==> src/rtl/irq_msg_sink_if.sv <==
`default_nettype none
// +----------------------------------------------------------------------+
// | irq_msg_sink_if : PIMC interrupt message bus (notify/lineno/id/ack)  |
// | Rev 1.0                                                              |
// +----------------------------------------------------------------------+
interface irq_msg_sink_if;
  logic       notify;
  logic [7:0] lineno;
  logic [7:0] processor_id;
  logic       irqack;

  modport master (output notify, lineno, processor_id, input irqack);
  modport slave  (input notify, lineno, processor_id, output irqack);
endinterface
`default_nettype wire

==> src/rtl/irq_msg_sink.sv <==
`default_nettype none
// +----------------------------------------------------------------------+
// | irq_msg_sink : per-core PIMC message claimer with pending-vector FIFO|
// | Rev 1.0                                                              |
// +----------------------------------------------------------------------+
module irq_msg_sink #(
  parameter logic [7:0] CPU_ID     = 8'h00,
  parameter int         FIFO_DEPTH = 8
) (
  input  logic                        clk,
  input  logic                        rst_n,
  irq_msg_sink_if.slave               bus,
  input  logic                        rx_en,
  output logic                        irq_pending,
  output logic [7:0]                  irq_vector,
  input  logic                        irq_take,
  output logic [$clog2(FIFO_DEPTH):0] fifo_count,
  output logic                        stall
);

  localparam int              c_aw   = $clog2(FIFO_DEPTH);
  localparam int              c_cw   = c_aw + 1;
  localparam logic [c_cw-1:0] c_full = c_cw'(FIFO_DEPTH);

  typedef enum logic [1:0] {
    S_IDLE     = 2'd0,
    S_ACK      = 2'd1,
    S_WAIT_REL = 2'd2
  } state_t;

  state_t          r_state;
  logic [7:0]      r_mem [FIFO_DEPTH];
  logic [c_aw-1:0] r_wr_ptr;
  logic [c_aw-1:0] r_rd_ptr;
  logic [c_cw-1:0] r_count;
  logic            r_irqack;
  logic            r_pending;
  logic            r_stall;
  logic [7:0]      r_vector;

  logic            w_claim;
  logic            w_full;
  logic            w_push;
  logic            w_pop;
  logic [c_cw-1:0] w_left;
  logic [c_cw-1:0] w_count_nxt;
  logic [c_aw-1:0] w_rd_nxt;
  logic [7:0]      w_head_nxt;

  assign w_claim = rx_en & ~bus.notify & (bus.processor_id == CPU_ID);
  // Fullness is judged on the count at the start of the cycle, so a
  // simultaneous take does not open room for a claim until the next cycle.
  assign w_full  = (r_count == c_full);
  assign w_push  = (r_state == S_IDLE) & w_claim & ~w_full;
  assign w_pop   = irq_take & r_pending;
  assign w_left  = r_count - {{(c_cw-1){1'b0}}, w_pop};
  assign w_rd_nxt = w_pop ? r_rd_ptr + 1'b1 : r_rd_ptr;

  always_comb begin
    w_count_nxt = r_count;
    if (w_push && !w_pop) begin
      w_count_nxt = r_count + 1'b1;
    end else if (!w_push && w_pop) begin
      w_count_nxt = r_count - 1'b1;
    end
  end

  // The entry being written this cycle becomes the head when nothing else remains.
  always_comb begin
    w_head_nxt = 8'h00;
    if (w_count_nxt != '0) begin
      if (w_push && (w_left == '0)) begin
        w_head_nxt = bus.lineno;
      end else begin
        w_head_nxt = r_mem[w_rd_nxt];
      end
    end
  end

  always_ff @(posedge clk) begin
    if (w_push) begin
      r_mem[r_wr_ptr] <= bus.lineno;
    end
  end

  always_ff @(posedge clk) begin
    if (!rst_n) begin
      r_state   <= S_IDLE;
      r_wr_ptr  <= '0;
      r_rd_ptr  <= '0;
      r_count   <= '0;
      r_irqack  <= 1'b0;
      r_pending <= 1'b0;
      r_stall   <= 1'b0;
      r_vector  <= 8'h00;
    end else begin
      r_count   <= w_count_nxt;
      r_pending <= (w_count_nxt != '0);
      r_vector  <= w_head_nxt;
      r_rd_ptr  <= w_rd_nxt;
      if (w_push) begin
        r_wr_ptr <= r_wr_ptr + 1'b1;
      end
      case (r_state)
        S_IDLE: begin
          r_irqack <= w_push;
          r_stall  <= w_claim & w_full;
          if (w_push) begin
            r_state <= S_ACK;
          end
        end
        S_ACK: begin
          r_irqack <= 1'b0;
          r_stall  <= 1'b0;
          r_state  <= S_WAIT_REL;
        end
        S_WAIT_REL: begin
          // Hold off until PIMC releases the bus so the same message is not claimed twice.
          r_irqack <= 1'b0;
          r_stall  <= 1'b0;
          if (bus.notify) begin
            r_state <= S_IDLE;
          end
        end
        default: begin
          r_irqack <= 1'b0;
          r_stall  <= 1'b0;
          r_state  <= S_IDLE;
        end
      endcase
    end
  end

  assign bus.irqack  = r_irqack;
  assign irq_pending = r_pending;
  assign irq_vector  = r_vector;
  assign fifo_count  = r_count;
  assign stall       = r_stall;

endmodule
`default_nettype wire

==> src/flat_wrapper.sv <==
// flat-port wrapper written by rule: the top's interface ports become plain ports
module irq_msg_sink_flat 
#(
  parameter logic [7:0] CPU_ID     = 8'h00,
  parameter int         FIFO_DEPTH = 8
)
  (clk, rst_n, rx_en, irq_pending, irq_vector, irq_take, fifo_count, stall, bus_notify, bus_lineno, bus_processor_id, bus_irqack);
  irq_msg_sink_if bus_i ();
  input  logic clk;
  input  logic rst_n;
  input  logic rx_en;
  output logic irq_pending;
  output logic [7:0] irq_vector;
  input  logic irq_take;
  output logic [$clog2(FIFO_DEPTH):0] fifo_count;
  output logic stall;
  input wire logic [$bits(bus_i.notify)-1:0] bus_notify;
  input wire logic [$bits(bus_i.lineno)-1:0] bus_lineno;
  input wire logic [$bits(bus_i.processor_id)-1:0] bus_processor_id;
  output wire logic [$bits(bus_i.irqack)-1:0] bus_irqack;
  assign bus_i.notify = bus_notify;
  assign bus_i.lineno = bus_lineno;
  assign bus_i.processor_id = bus_processor_id;
  assign bus_irqack = bus_i.irqack;
  irq_msg_sink #(.CPU_ID(CPU_ID), .FIFO_DEPTH(FIFO_DEPTH)) u_core (.clk(clk), .rst_n(rst_n), .bus(bus_i), .rx_en(rx_en), .irq_pending(irq_pending), .irq_vector(irq_vector), .irq_take(irq_take), .fifo_count(fifo_count), .stall(stall));
endmodule
==> config.mk <==
export PLATFORM = sky130hd
export DESIGN_NAME = irq_msg_sink_flat
export DESIGN_NICKNAME = d
export VERILOG_FILES = /design/src/rtl/irq_msg_sink_if.sv /design/src/rtl/irq_msg_sink.sv /design/src/flat_wrapper.sv
export SDC_FILE = /design/constraint.sdc
export NUM_CORES = 1
export LEC_CHECK = 0
export CAP_MARGIN = 15
export CORE_MARGIN = 2
export CORE_UTILIZATION = 35
export DETAILED_ROUTE_END_ITERATION = 7
export HOLD_SLACK_MARGIN = 0.06
export SLEW_MARGIN = 5
export SYNTH_ARGS = -nofsm -noshare
export SYNTH_HDL_FRONTEND = slang
export SYNTH_SLANG_ARGS = --single-unit
==> constraint.sdc <==
create_clock -name clk -period 2.4 [get_ports clk]
set_input_delay 0.36 -clock clk [delete_from_list [all_inputs] [get_ports clk]]
set_output_delay 0.36 -clock clk [all_outputs]
set_load 0.05 [all_outputs]
==> results of run 1 <==
==> layout make-up <==
type / count / area (µm²) / share of cell area [%]
sequential: 87 / 2380 / 45.7
multi-input combinational: 185 / 1670 / 32.1
clock inverter: 4 / 46.3 / 0.888
inverter: 4 / 17.5 / 0.336
timing repair buffer: 73 / 676 / 13.0
clock buffer: 12 / 236 / 4.54
tap: 143 / 179 / 3.43
==> stage by stage <==
step                total power [µW]  instance area, µm²  setup TNS (ns)
finish                          4560                5210               0
global route                    4770                5210               0
CTS                             4560                5180               0
detailed placement              3090                4820          -23.38
global placement                3080                4820          -22.49
floorplan                       2630                4050          -0.360
==> cell families (layout without fill, tap and decap cells) <==
| kind of cell | after synthesis | after routing |
|---|---|---|
| xor gates and xnor gates | 7 | 7 |
| DFF | 87 | 87 |
| and+or+nand+nor | 73 | 73 |
| AOI/OAI and AO/OA | 38 | 39 |
| buffers and inverters | 19 | 93 |
| muxes | 61 | 61 |
| adders and majority gates | 5 | 5 |
==> worst register-to-register path, cell delays in order, from the launching register on <==
cell and delay, ns:
sky130_fd_sc_hd__dfxtp_2 0.33, sky130_fd_sc_hd__inv_4 0.08, sky130_fd_sc_hd__ha_4 0.14, sky130_fd_sc_hd__and3b_1 0.17
sky130_fd_sc_hd__and4bb_1 0.22, sky130_fd_sc_hd__buf_6 0.14, sky130_fd_sc_hd__buf_6 0.14, sky130_fd_sc_hd__nand2b_4 0.14
sky130_fd_sc_hd__a32o_2 0.31, sky130_fd_sc_hd__a31oi_4 0.33, sky130_fd_sc_hd__o211a_1 0.21
==> synthesized netlist by cell type, types with 2 or more instances <==
master,count,share of area (%)
sky130_fd_sc_hd__ha_1,5,1.5
sky130_fd_sc_hd__o22ai_1,16,2.5
sky130_fd_sc_hd__mux2i_1,38,9.4
sky130_fd_sc_hd__nand2_1,23,2.1
sky130_fd_sc_hd__nor2_1,19,1.8
sky130_fd_sc_hd__mux4_2,16,8.9
sky130_fd_sc_hd__dfxtp_1,23,11
sky130_fd_sc_hd__edfxtp_1,64,48
sky130_fd_sc_hd__clkbuf_1,10,0.93
sky130_fd_sc_hd__nand2b_1,6,0.93
sky130_fd_sc_hd__mux2_2,7,2.0
sky130_fd_sc_hd__inv_1,3,0.28
sky130_fd_sc_hd__buf_2,2,0.25
sky130_fd_sc_hd__o211a_1,8,2.0
sky130_fd_sc_hd__xnor2_1,3,0.65
sky130_fd_sc_hd__nand3_1,10,1.2
sky130_fd_sc_hd__nor4_1,3,0.46
sky130_fd_sc_hd__xor2_1,4,0.87
sky130_fd_sc_hd__nor3_1,5,0.62
sky130_fd_sc_hd__a21oi_1,9,1.1
sky130_fd_sc_hd__and2_1,2,0.31
==> power breakdown <==
group	internal [µW]	switching [µW]	total, µW
sequential	1700	54.1	1750
combinational	630	832	1460
clock	802	544	1350
==> path summary, 6_finish.rpt <==
| check | start | end | slack (ns) |
|---|---|---|---|
| setup reg to reg | u_core.fifo_count[0] | u_core.irq_vector[4] | 0.13 |
| hold reg to reg | u_core.r_state[1] | u_core.r_state[1] | 0.55 |
| setup / recovery | bus_processor_id[0] | u_core.irq_vector[4] | 0.11 |
| hold / removal | bus_processor_id[1] | u_core.stall | 0.42 |
==> routing by layer <==
layer	track usage, %	up-vias
li1	-	1265
met2	24.6	55
met5	0	-
met1	21.4	1338
met4	6.42	0
met3	2.34	10
==> flip-flops by register name, summed over array words and instances, names as in the netlist <==
| name | cells |
|---|---|
| u_core.bus.irqack | 1 |
| u_core.fifo_count | 4 |
| u_core.irq_pending | 1 |
| u_core.irq_vector | 8 |
| u_core.r_mem | 64 |
| u_core.r_rd_ptr | 3 |
| u_core.r_state | 2 |
| u_core.r_wr_ptr | 3 |
| u_core.stall | 1 |
==> repair_timing <==
item,4_1_cts,5_1_grt
setup buffers,3,0
pin swaps,6,4
gates resized for setup,13,7
cloned,1,0
hold buffers,0,0
endpoints found under the setup margin,8,5
endpoints found under the hold margin,0,0
==> Flow_metrics.wiki, run 1 <==
{| class="wikitable"
! Metric !! Value
|-
| EDFF count, synth || 64
|-
| Final Util || 46.1%
|-
| Total standard cell area after synthesis || 0.00404 mm²
|-
| Xor and xnor area share after synthesis || 1.52%
|-
| Number of max-slew violations in the final report || 0
|-
| Peak supply drop || 0.577 mV
|-
| Area share of fa/ha/maj cells after synthesis || 1.55%
|-
| Top layer in use || met4
|-
| Most used cells in the layout excluding fill and tap cells || sky130_fd_sc_hd__edfxtp_1, sky130_fd_sc_hd__mux2i_1, sky130_fd_sc_hd__buf_4, sky130_fd_sc_hd__clkdlybuf4s50_1, sky130_fd_sc_hd__nand2_1
|-
| # nets final || 386
|-
| Setup slack at placement || -0.435 ns
|-
| 1st-iter DRT viols || 148
|-
| Library cell contributing the largest single delay on the critical path || sky130_fd_sc_hd__or4b_4
|-
| Fmax || 437 MHz
|-
| Global route total overflow || 0
|-
| Layout cell share with drive strength beyond 1 || 25.2%
|-
| Setup repair after global routing missed its margin || no
|-
| Routability-driven placement congestion ratio || 0.767
|-
| First-pass GRT wire length || 14600 µm
|-
| Syn avg cell area || 13.9 µm²
|-
| Pin count of the biggest net entering global routing || 26
|-
| Compound-gate portion of the synthesized area || 7.00%
|-
| Required time of the critical path || 2.68 ns
|-
| Arrival time worst endpoint || 2.57 ns
|-
| Number of placed instances with taps included || 488
|-
| Clock tree from TritonCTS || done
|-
| Worst Setup End Kind || flop
|-
| Initial cell density of the core || 35.7%
|-
| Number of buffers added on ports || 35
|-
| GRT Util Overall || 15.5%
|-
| Share of synthesized area occupied by flip-flops and latches || 59.0%
|-
| Buffer type at the clock tree root || sky130_fd_sc_hd__clkbuf_16
|-
| Syn-to-layout area delta || 29.1%
|-
| Final period demand of the worst path || 2.29 ns
|-
| Width of the chip || 111 µm
|-
| Launching element type of the critical path || input pin
|-
| Row count || 39
|-
| Multiplexer fraction of the synthesized cell area || 20.3%
|-
| Max cap viols || 0
|-
| Floorplan die height || 111 µm
|-
| Cell family contributing the most delay on the critical path || simple AND/OR/NAND/NOR gates
|-
| Ant. Diodes || 0
|-
| Clk pin slew, worst setup/hold paths || 0.06 ns
|-
| Routed metal-1 wire length || 4380 µm
|-
| Buffers plus inverters on the worst setup path || 3
|-
| Final clock skew || 0.00546 ns
|-
| Sum of net half-perimeters after detailed placement || 5900 µm
|-
| Latest clock arrival within the worst-skew pair || 0.34 ns
|-
| Final cell count without fillers || 508
|-
| Combinational family with the most area after synthesis || multiplexers
|-
| Synthesized instance count || 290
|-
| Final Hold Slack || 0.419 ns
|-
| Headroom to the max-slew limit || 65.3%
|-
| Die footprint || 0.0124 mm²
|-
| Area inside the core boundary || 0.0113 mm²
|-
| Path type of the worst min-delay path || in -> reg
|-
| Worst-case clock buffer depth || 2
|-
| Total length of routed met2 wires || 4400 µm
|-
| Max FO, Critical Path || 7
|-
| DRC violation count after routing || 0
|-
| Sum of routed wire length over all layers || 9250 µm
|-
| Synth async-reset ratio || 0%
|-
| Highest cell delay on the worst timing path || 0.53 ns
|-
| Leading cell type in the layout, fill and taps excluded || sky130_fd_sc_hd__edfxtp_1
|-
| Result of the run || completed
|-
| Cell count of the worst reg-to-reg path || 10
|-
| Number of failing hold endpoints at the final stage || 0
|-
| CP Depth || 9
|-
| Max H-tree Level || 3
|-
| Number of nets produced by synthesis || 316
|-
| Number of nets still failing antenna checks after routing || 0
|-
| Setup Crit Path Kind || in -> reg
|-
| Number of vias per cell after detailed routing || 5.25
|-
| Number of buffers created by CTS || 9
|-
| Count of endpoints failing setup in the final report || 0
|-
| Count of unique library cells instantiated by Yosys || 35
|-
| Filler cell count || 1024
|-
| Per-cell routed wire length || 18.2 µm
|-
| First-pass iteration count of the detailed router || 4
|-
| Prevailing post-synth register cell || sky130_fd_sc_hd__edfxtp_1
|-
| Via count of the routed design || 2668
|-
| Clock sink count || 87
|-
| Leakage Power || 0.00183 µW
|-
| Vias in the first global route || 2650
|-
| Hold depth || 3
|-
| Synthesis Warnings || 0
|-
| Cell breakdown of the critical path || dlygate4sd2_1, or4b_4, and4bb_1, buf_6, mux2i_4, xor2_2, buf_4, a31oi_4, o211a_1
|-
| Final period util || 95.3%
|-
| Pwr dens || 875 mW/mm²
|-
| Sum of met3 wire segment lengths after detailed routing || 333 µm
|-
| Smallest setup slack after layout || 0.113 ns
|-
| Basic-gate share of the synthesized area counting and, or, nand and nor cells || 8.55%
|-
| FF+latch count, synth || 87
|-
| Pin slew with the least headroom to its limit || 0.520 ns
|-
| Antenna violations before repair || 0
|-
| Number of ports placed on the die boundary || 36
|}
Power figures use the tool's default switching activity.
==> run 2: changes to the inputs <==
Settings changed: ABC_AREA set to 1, PLACE_DENSITY_LB_ADDON set to 0.25.
==> run 2 against run 1 <==
Compared with the run above: sequential share of layout area up 7.3 points; register-to-register slack better by 0.06 ns; setup slack better by 0.077 ns; critical path depth up 1; via count down 2.1%; final cell count up 8.9%; worst hold slack better by 0.084 ns; critical path type is now reg -> reg; combinational power down 4%; highest routed layer unchanged; clock power down 37%; non-clock buffer count down 17; utilization down 2.5 points.
==> Flow_metrics.wiki, run 2 <==
{| class="wikitable"
! Metric !! Value
|-
| Result of the run || completed
|-
| Register containing the most flip-flops in the final layout || u_core.r_mem
|-
| Pin slew with the least headroom to its limit || 0.515 ns
|-
| Layout cell share with drive strength beyond 1 || 15.8%
|-
| Path type of the worst min-delay path || reg -> reg
|-
| Leading post-synthesis cells by cell area || sky130_fd_sc_hd__edfxtp_1, sky130_fd_sc_hd__dfxtp_1, sky130_fd_sc_hd__nand2_1
|-
| Peak supply drop || 0.423 mV
|-
| Total standard cell area after synthesis || 0.00372 mm²
|-
| Most frequent cell after synthesis || sky130_fd_sc_hd__nand2_1
|-
| Number of ports placed on the die boundary || 36
|-
| Launching element type of the critical path || flop
|-
| Origin of the worst min-delay path || u_core.r_wr_ptr[0]
|-
| Row count || 37
|-
| Count of unique library cells instantiated by Yosys || 28
|-
| Internal || 2560 µW
|-
| Synthesis Warnings || 0
|-
| Compound-gate portion of the synthesized area || 5.31%
|-
| Via count of the routed design || 2613
|-
| Worst-case clock buffer depth || 2
|-
| Leakage Power || 0.00169 µW
|-
| Relative contribution of combinational cells to total power || 34.7%
|-
| Max FO, Critical Path || 8
|-
| Most used cells in the layout excluding fill and tap cells || sky130_fd_sc_hd__nand2_1, sky130_fd_sc_hd__edfxtp_1, sky130_fd_sc_hd__nor2_1, sky130_fd_sc_hd__nand3_1, sky130_fd_sc_hd__clkdlybuf4s50_1
|-
| Total area of sequential cells || 0.00238 mm²
|-
| FF+latch count, synth || 87
|-
| Combinational family with the most area after synthesis || simple AND/OR/NAND/NOR gates
|-
| Number of nets produced by synthesis || 383
|-
| EDFF count, synth || 64
|-
| GRT Util Overall || 15.1%
|-
| Number of buffers created by CTS || 9
|-
| Share of synthesized area occupied by flip-flops and latches || 64.0%
|-
| Final cell count without fillers || 553
|-
| Critical R2R Launch || u_core.fifo_count[1]
|-
| Headroom to the max-slew limit || 65.6%
|-
| Flip-flop count of the largest register after layout || 64
|-
| Initial cell density of the core || 36.1%
|-
| Clock sink count || 87
|-
| Number of placed instances with taps included || 537
|-
| Clk pin slew, worst setup/hold paths || 0.08 ns
|-
| Required time of the critical path || 2.44 ns
|-
| DRC violation count after routing || 0
|-
| Floorplan die height || 107 µm
|-
| Yosys top cell area share || 51.6%
|-
| Area inside the core boundary || 0.0103 mm²
|-
| Post-Route Setup TNS || 0 ns
|-
| 1st-iter DRT viols || 148
|-
| Final period demand of the worst path || 2.21 ns
|-
| Leading cell type in the layout, fill and taps excluded || sky130_fd_sc_hd__nand2_1
|-
| Buffer type at the clock tree root || sky130_fd_sc_hd__clkbuf_8
|-
| Routability-driven placement congestion ratio || 0.843
|-
| Syn-to-layout area delta || 20.7%
|-
| Multiplexer fraction of the synthesized cell area || 0%
|-
| Syn avg cell area || 10.4 µm²
|-
| Cell breakdown of the critical path || inv_1, ha_1, nand2_2, nor2_4, nor2_4, nand3_2, inv_2, nand2_1, nor3_1, buf_4
|-
| Number of max-slew violations in the final report || 0
|-
| Width of the chip || 107 µm
|-
| Worst path most repeated cell || sky130_fd_sc_hd__nor2_4
|-
| Max cap viols || 0
|-
| Start point of the critical path || u_core.fifo_count[1]
|-
| Per-cell routed wire length || 14.5 µm
|-
| Sum of routed wire length over all layers || 8040 µm
|-
| Net switching power || 1470 µW
|-
| Sum of net half-perimeters after detailed placement || 5290 µm
|-
| Setup slack at placement || 0.102 ns
|-
| Pwr dens || 895 mW/mm²
|-
| Library cell contributing the largest single delay on the critical path || sky130_fd_sc_hd__dfxtp_2
|-
| Latest clock arrival within the worst-skew pair || 0.34 ns
|-
| Number of buffers added on ports || 35
|-
| Setup Crit Path Kind || reg -> reg
|-
| Number of nets still failing antenna checks after routing || 0
|-
| Number of failing hold endpoints at the final stage || 0
|-
| Max H-tree Level || 3
|-
| Relative contribution of the clock network to total power || 21.1%
|-
| Count of endpoints failing setup in the final report || 0
|-
| Final clock skew || 0.00820 ns
|-
| # nets final || 438
|-
| Xor and xnor area share after synthesis || 0.908%
|-
| Most area-hungry cell type in the Yosys netlist || sky130_fd_sc_hd__edfxtp_1
|-
| Highest cell delay on the worst timing path || 0.41 ns
|-
| Final period util || 92.1%
|-
| Area share of fa/ha/maj cells after synthesis || 1.68%
|-
| Top cells by count, synth || sky130_fd_sc_hd__nand2_1, sky130_fd_sc_hd__edfxtp_1, sky130_fd_sc_hd__nor2_1, sky130_fd_sc_hd__nand3_1, sky130_fd_sc_hd__dfxtp_1
|-
| First-pass GRT wire length || 13000 µm
|-
| Antenna violations before repair || 0
|-
| Sequential share of power || 44.2%
|-
| Die footprint || 0.0115 mm²
|-
| Fmax || 452 MHz
|-
| Prevailing post-synth register cell || sky130_fd_sc_hd__edfxtp_1
|-
| Buffer count from post-CTS setup fixing || 0
|-
| Ant. Diodes || 0
|-
| Arrival time worst endpoint || 2.25 ns
|-
| Pin count of the biggest net entering global routing || 18
|-
| Switching portion of total power || 36.4%
|-
| Filler cell count || 980
|-
| Global route total overflow || 0
|-
| First-pass iteration count of the detailed router || 4
|-
| Area used by multi-input combinational logic || 0.00118 mm²
|-
| Clock tree from TritonCTS || done
|-
| Vias in the first global route || 2501
|-
| Worst Setup End Kind || flop
|-
| Basic-gate share of the synthesized area counting and, or, nand and nor cells || 23.1%
|-
| Number of vias per cell after detailed routing || 4.73
|-
| Synth async-reset ratio || 0%
|-
| Synthesized instance count || 357
|-
| Setup repair after global routing missed its margin || no
|-
| Smallest setup slack after layout || 0.190 ns
|}
-- run 2: cell types whose count changed after synthesis, moves of 8 or more --
cell                       previous run  this run
sky130_fd_sc_hd__nor2_1              19        42
sky130_fd_sc_hd__mux2i_1             38         0
sky130_fd_sc_hd__clkbuf_1            10         1
sky130_fd_sc_hd__or2_2                0         8
sky130_fd_sc_hd__nand2_1             23        73
sky130_fd_sc_hd__o22ai_1             16         8
sky130_fd_sc_hd__o21ai_0              0        15
sky130_fd_sc_hd__inv_1                3        21
sky130_fd_sc_hd__mux4_2              16         0
sky130_fd_sc_hd__o211a_1              8         0
sky130_fd_sc_hd__nand3_1             10        39
-- run 2: critical path, delay by kind of cell (launching register included) --
kind,cells,cell delay (ns)
AND/OR/NAND/NOR,6,0.76
flip-flops,1,0.41
buffers and inverters,3,0.48
adder cells (fa/ha/maj),1,0.24
-- run 2: per-layer routing --
metal,vias to the layer above,track usage (%),share of wire (%)
met5,-,0,0
met4,0,6.68,2.1
met3,15,2.43,3.5
met2,37,24.1,48
met1,1239,20.4,47
li1,1322,-,-
-- run 2: stage by stage --
stage | util, % | hold WS (ns) | area, µm² | power, µW
final | 43.5 | 0.503 | 4490 | 4020
after global routing | 43.5 | 0.523 | 4490 | 4280
after CTS | 43.5 | 0.504 | 4490 | 4060
after detailed placement | 42.0 | 0.491 | 4330 | 3220
after global placement | 42.0 | 0.475 | 4330 | 3210
after floorplan | - | 0.459 | 3740 | 2800
-- run 2: final cells by class --
class,count,area share (%)
clock buffer,11,2.92
clock inverter,5,0.557
inverter,26,2.17
multi-input combinational,232,26.2
sequential,87,53.1
tap,136,3.79
timing repair buffer,56,11.3
-- run 2: power groups by stage --
stage / clock (µW) / sequential (µW) / combinational, µW
finish: 849 / 1780 / 1400
global route: 942 / 1790 / 1550
CTS: 876 / 1780 / 1410
detailed placement: 0 / 1810 / 1400
global placement: 0 / 1810 / 1400
floorplan: 0 / 2080 / 716
-- run 2: final timing paths --
path	to	slack, ns	cells past startpoint
worst max-delay path	u_core.r_mem[2][3]	0.19	10
worst min-delay path	u_core.r_wr_ptr[0]	0.50	2
worst max register to register	u_core.r_mem[2][3]	0.19	10
worst min register to register	u_core.r_wr_ptr[0]	0.50	2
-- run 2: cell families (layout without fill, tap and decap cells) --
logic type | after synthesis | in the layout
adders and majority gates | 5 | 5
DFF | 87 | 87
xor gates and xnor gates | 3 | 3
and+or+nand+nor | 187 | 187
buffers and inverters | 38 | 98
AOI/OAI and AO/OA | 37 | 37
-- run 2: timing repair --
action / CTS / global route
hold buffers: 0 / 0
endpoints found under the setup margin: 0 / 4
hold endpoints to repair: 0 / 0
gates resized for setup: 0 / 1
==> run 3: changes to the inputs <==
Settings changed: CORE_ASPECT_RATIO set to 1.5.
==> run 3 against run 2 <==
Compared with the run above: register-to-register slack improved by 0.12 ns; critical path type unchanged; largest cell class unchanged; global-route usage increased by 2.0 points; final cell count increased by 1.8%.
==> Flow_metrics.wiki, run 3 (synthesized netlist as in run 2, its figures left out) <==
{| class="wikitable"
! Metric !! Value
|-
| Number of buffers added on ports || 35
|-
| Sum of net half-perimeters after detailed placement || 6160 µm
|-
| Routability-driven placement congestion ratio || 0.900
|-
| Number of placed instances with taps included || 547
|-
| Final cell count without fillers || 563
|-
| Ant. Diodes || 0
|-
| Flop2flop setup slack || 0.31 ns
|-
| 1st-iter DRT viols || 171
|-
| Worst Setup End Kind || flop
|-
| Per-cell routed wire length || 15.7 µm
|-
| Max cap viols || 0
|-
| Clock sink count || 87
|-
| Leading cell type in the layout, fill and taps excluded || sky130_fd_sc_hd__nand2_1
|-
| Row count || 46
|-
| Latest clock arrival within the worst-skew pair || 0.34 ns
|-
| Via count of the routed design || 2669
|-
| Flip-flop count of the largest register after layout || 64
|-
| Final clock skew || 0.00612 ns
|-
| Register containing the most flip-flops in the final layout || u_core.r_mem
|-
| Hold depth || 2
|-
| Clk pin slew, worst setup/hold paths || 0.06 ns
|-
| Floorplan die height || 130 µm
|-
| Vias in the first global route || 2688
|-
| Count of instances resized after the clock tree is built || 0
|-
| Required time of the critical path || 2.62 ns
|-
| Pwr dens || 967 mW/mm²
|-
| Clock tree from TritonCTS || done
|-
| DRC violation count after routing || 0
|-
| Antenna violations before repair || 0
|-
| Area inside the core boundary || 0.0105 mm²
|-
| Number of ports placed on the die boundary || 36
|-
| Origin of the worst min-delay path || u_core.r_wr_ptr[0]
|-
| Initial cell density of the core || 35.5%
|-
| Critical R2R Launch || u_core.fifo_count[0]
|-
| Layout cell share with drive strength beyond 1 || 16.0%
|-
| First-pass iteration count of the detailed router || 4
|-
| Fmax || 477 MHz
|-
| Most used cells in the layout excluding fill and tap cells || sky130_fd_sc_hd__nand2_1, sky130_fd_sc_hd__edfxtp_1, sky130_fd_sc_hd__nor2_1, sky130_fd_sc_hd__nand3_1, sky130_fd_sc_hd__clkdlybuf4s50_1
|-
| Syn-to-layout area delta || 24.7%
|-
| Post-Route Setup TNS || 0 ns
|-
| Pin count of the biggest net entering global routing || 34
|-
| Arrival time worst endpoint || 2.32 ns
|-
| Cell count of the worst reg-to-reg path || 15
|-
| First-pass GRT wire length || 14200 µm
|-
| Headroom to the max-slew limit || 66.4%
|-
| Number of buffers created by CTS || 9
|-
| Final period demand of the worst path || 2.09 ns
|-
| Final period util || 87.3%
|-
| Number of max-slew violations in the final report || 0
|-
| Path type of the worst min-delay path || reg -> reg
|-
| Number of failing hold endpoints at the final stage || 0
|-
| Filler cell count || 1056
|-
| GRT Util Overall || 17.1%
|-
| Area used by multi-input combinational logic || 0.00117 mm²
|-
| Pin slew with the least headroom to its limit || 0.502 ns
|-
| Max FO, Critical Path || 9
|-
| Launching element type of the critical path || flop
|-
| Setup repair after global routing missed its margin || no
|-
| Worst-case clock buffer depth || 2
|-
| Die footprint || 0.0115 mm²
|-
| Number of vias per cell after detailed routing || 4.74
|-
| Setup Crit Path Kind || reg -> reg
|-
| Buffer count from post-CTS setup fixing || 0
|-
| Count of endpoints failing setup in the final report || 0
|-
| Number of nets still failing antenna checks after routing || 0
|-
| Global route total overflow || 0
|-
| Peak supply drop || 0.552 mV
|-
| Post-layout total power || 4490 µW
|-
| Final Hold Slack || 0.488 ns
|-
| Result of the run || completed
|-
| Total area of sequential cells || 0.00238 mm²
|-
| Sum of routed wire length over all layers || 8840 µm
|-
| Max H-tree Level || 3
|-
| Hold_buf cts || 0
|-
| Leakage Power || 0.00176 µW
|-
| # nets final || 440
|-
| Buffer type at the clock tree root || sky130_fd_sc_hd__clkbuf_16
|-
| Width of the chip || 88.2 µm
|-
| Start point of the critical path || u_core.fifo_count[0]
|}
run 3: worst paths after layout:
| check | to |
|---|---|
| setup reg to reg | u_core.irq_vector[5] |
| setup / recovery | u_core.irq_vector[5] |
| hold reg to reg | u_core.r_wr_ptr[0] |
| hold / removal | u_core.r_wr_ptr[0] |
run 3: through the flow:
stage	utilization [%]	setup WS [ns]	area [µm²]
2_1_floorplan	-	0.00481	3740
3_3_place_gp	41.7	0.0304	4370
3_5_place_dp	41.7	0.00823	4370
4_1_cts	44.3	0.268	4640
5_1_grt	44.3	0.0879	4640
6_report	44.3	0.305	4640
run 3: layout make-up:
type                    count  area share [%]
repair buffers             58            11.5
inverters                  26            2.10
multi-input cells         232            25.2
well taps                 144            3.88
flip-flops and latches     87            51.4
clock inverters             1           0.108
clock buffers              15            5.77
run 3: metal layers:
layer	up-vias	GRT usage [%]	wire, µm
met4	0	7.31	170
met3	7	3.42	432
met2	64	30.8	4930
met1	1265	19.3	3310
met5	-	0	0
li1	1333	-	-
run 3: where the power goes:
part | switching, µW | leakage (µW) | internal (µW)
Sequential | 58.3 | 0.000764 | 1710
Combinational | 948 | 0.000862 | 491
Clock | 529 | 0.000134 | 758
Total | 1540 | 0.00176 | 2950
run 3: worst max-delay path, stage by stage (launching register included):
cell,delay (ns)
sky130_fd_sc_hd__dfxtp_2,0.38
sky130_fd_sc_hd__inv_1,0.10
sky130_fd_sc_hd__ha_1,0.24
sky130_fd_sc_hd__nand2_2,0.09
sky130_fd_sc_hd__nor2_4,0.04
sky130_fd_sc_hd__nor2_4,0.13
sky130_fd_sc_hd__nand3_2,0.15
sky130_fd_sc_hd__buf_4,0.19
sky130_fd_sc_hd__nand2_4,0.06
sky130_fd_sc_hd__nand2_1,0.04
sky130_fd_sc_hd__o21ai_1,0.09
sky130_fd_sc_hd__nand2_1,0.07
sky130_fd_sc_hd__nor2_1,0.12
sky130_fd_sc_hd__nand2_2,0.09
sky130_fd_sc_hd__nand2_4,0.14
sky130_fd_sc_hd__nor2_1,0.06
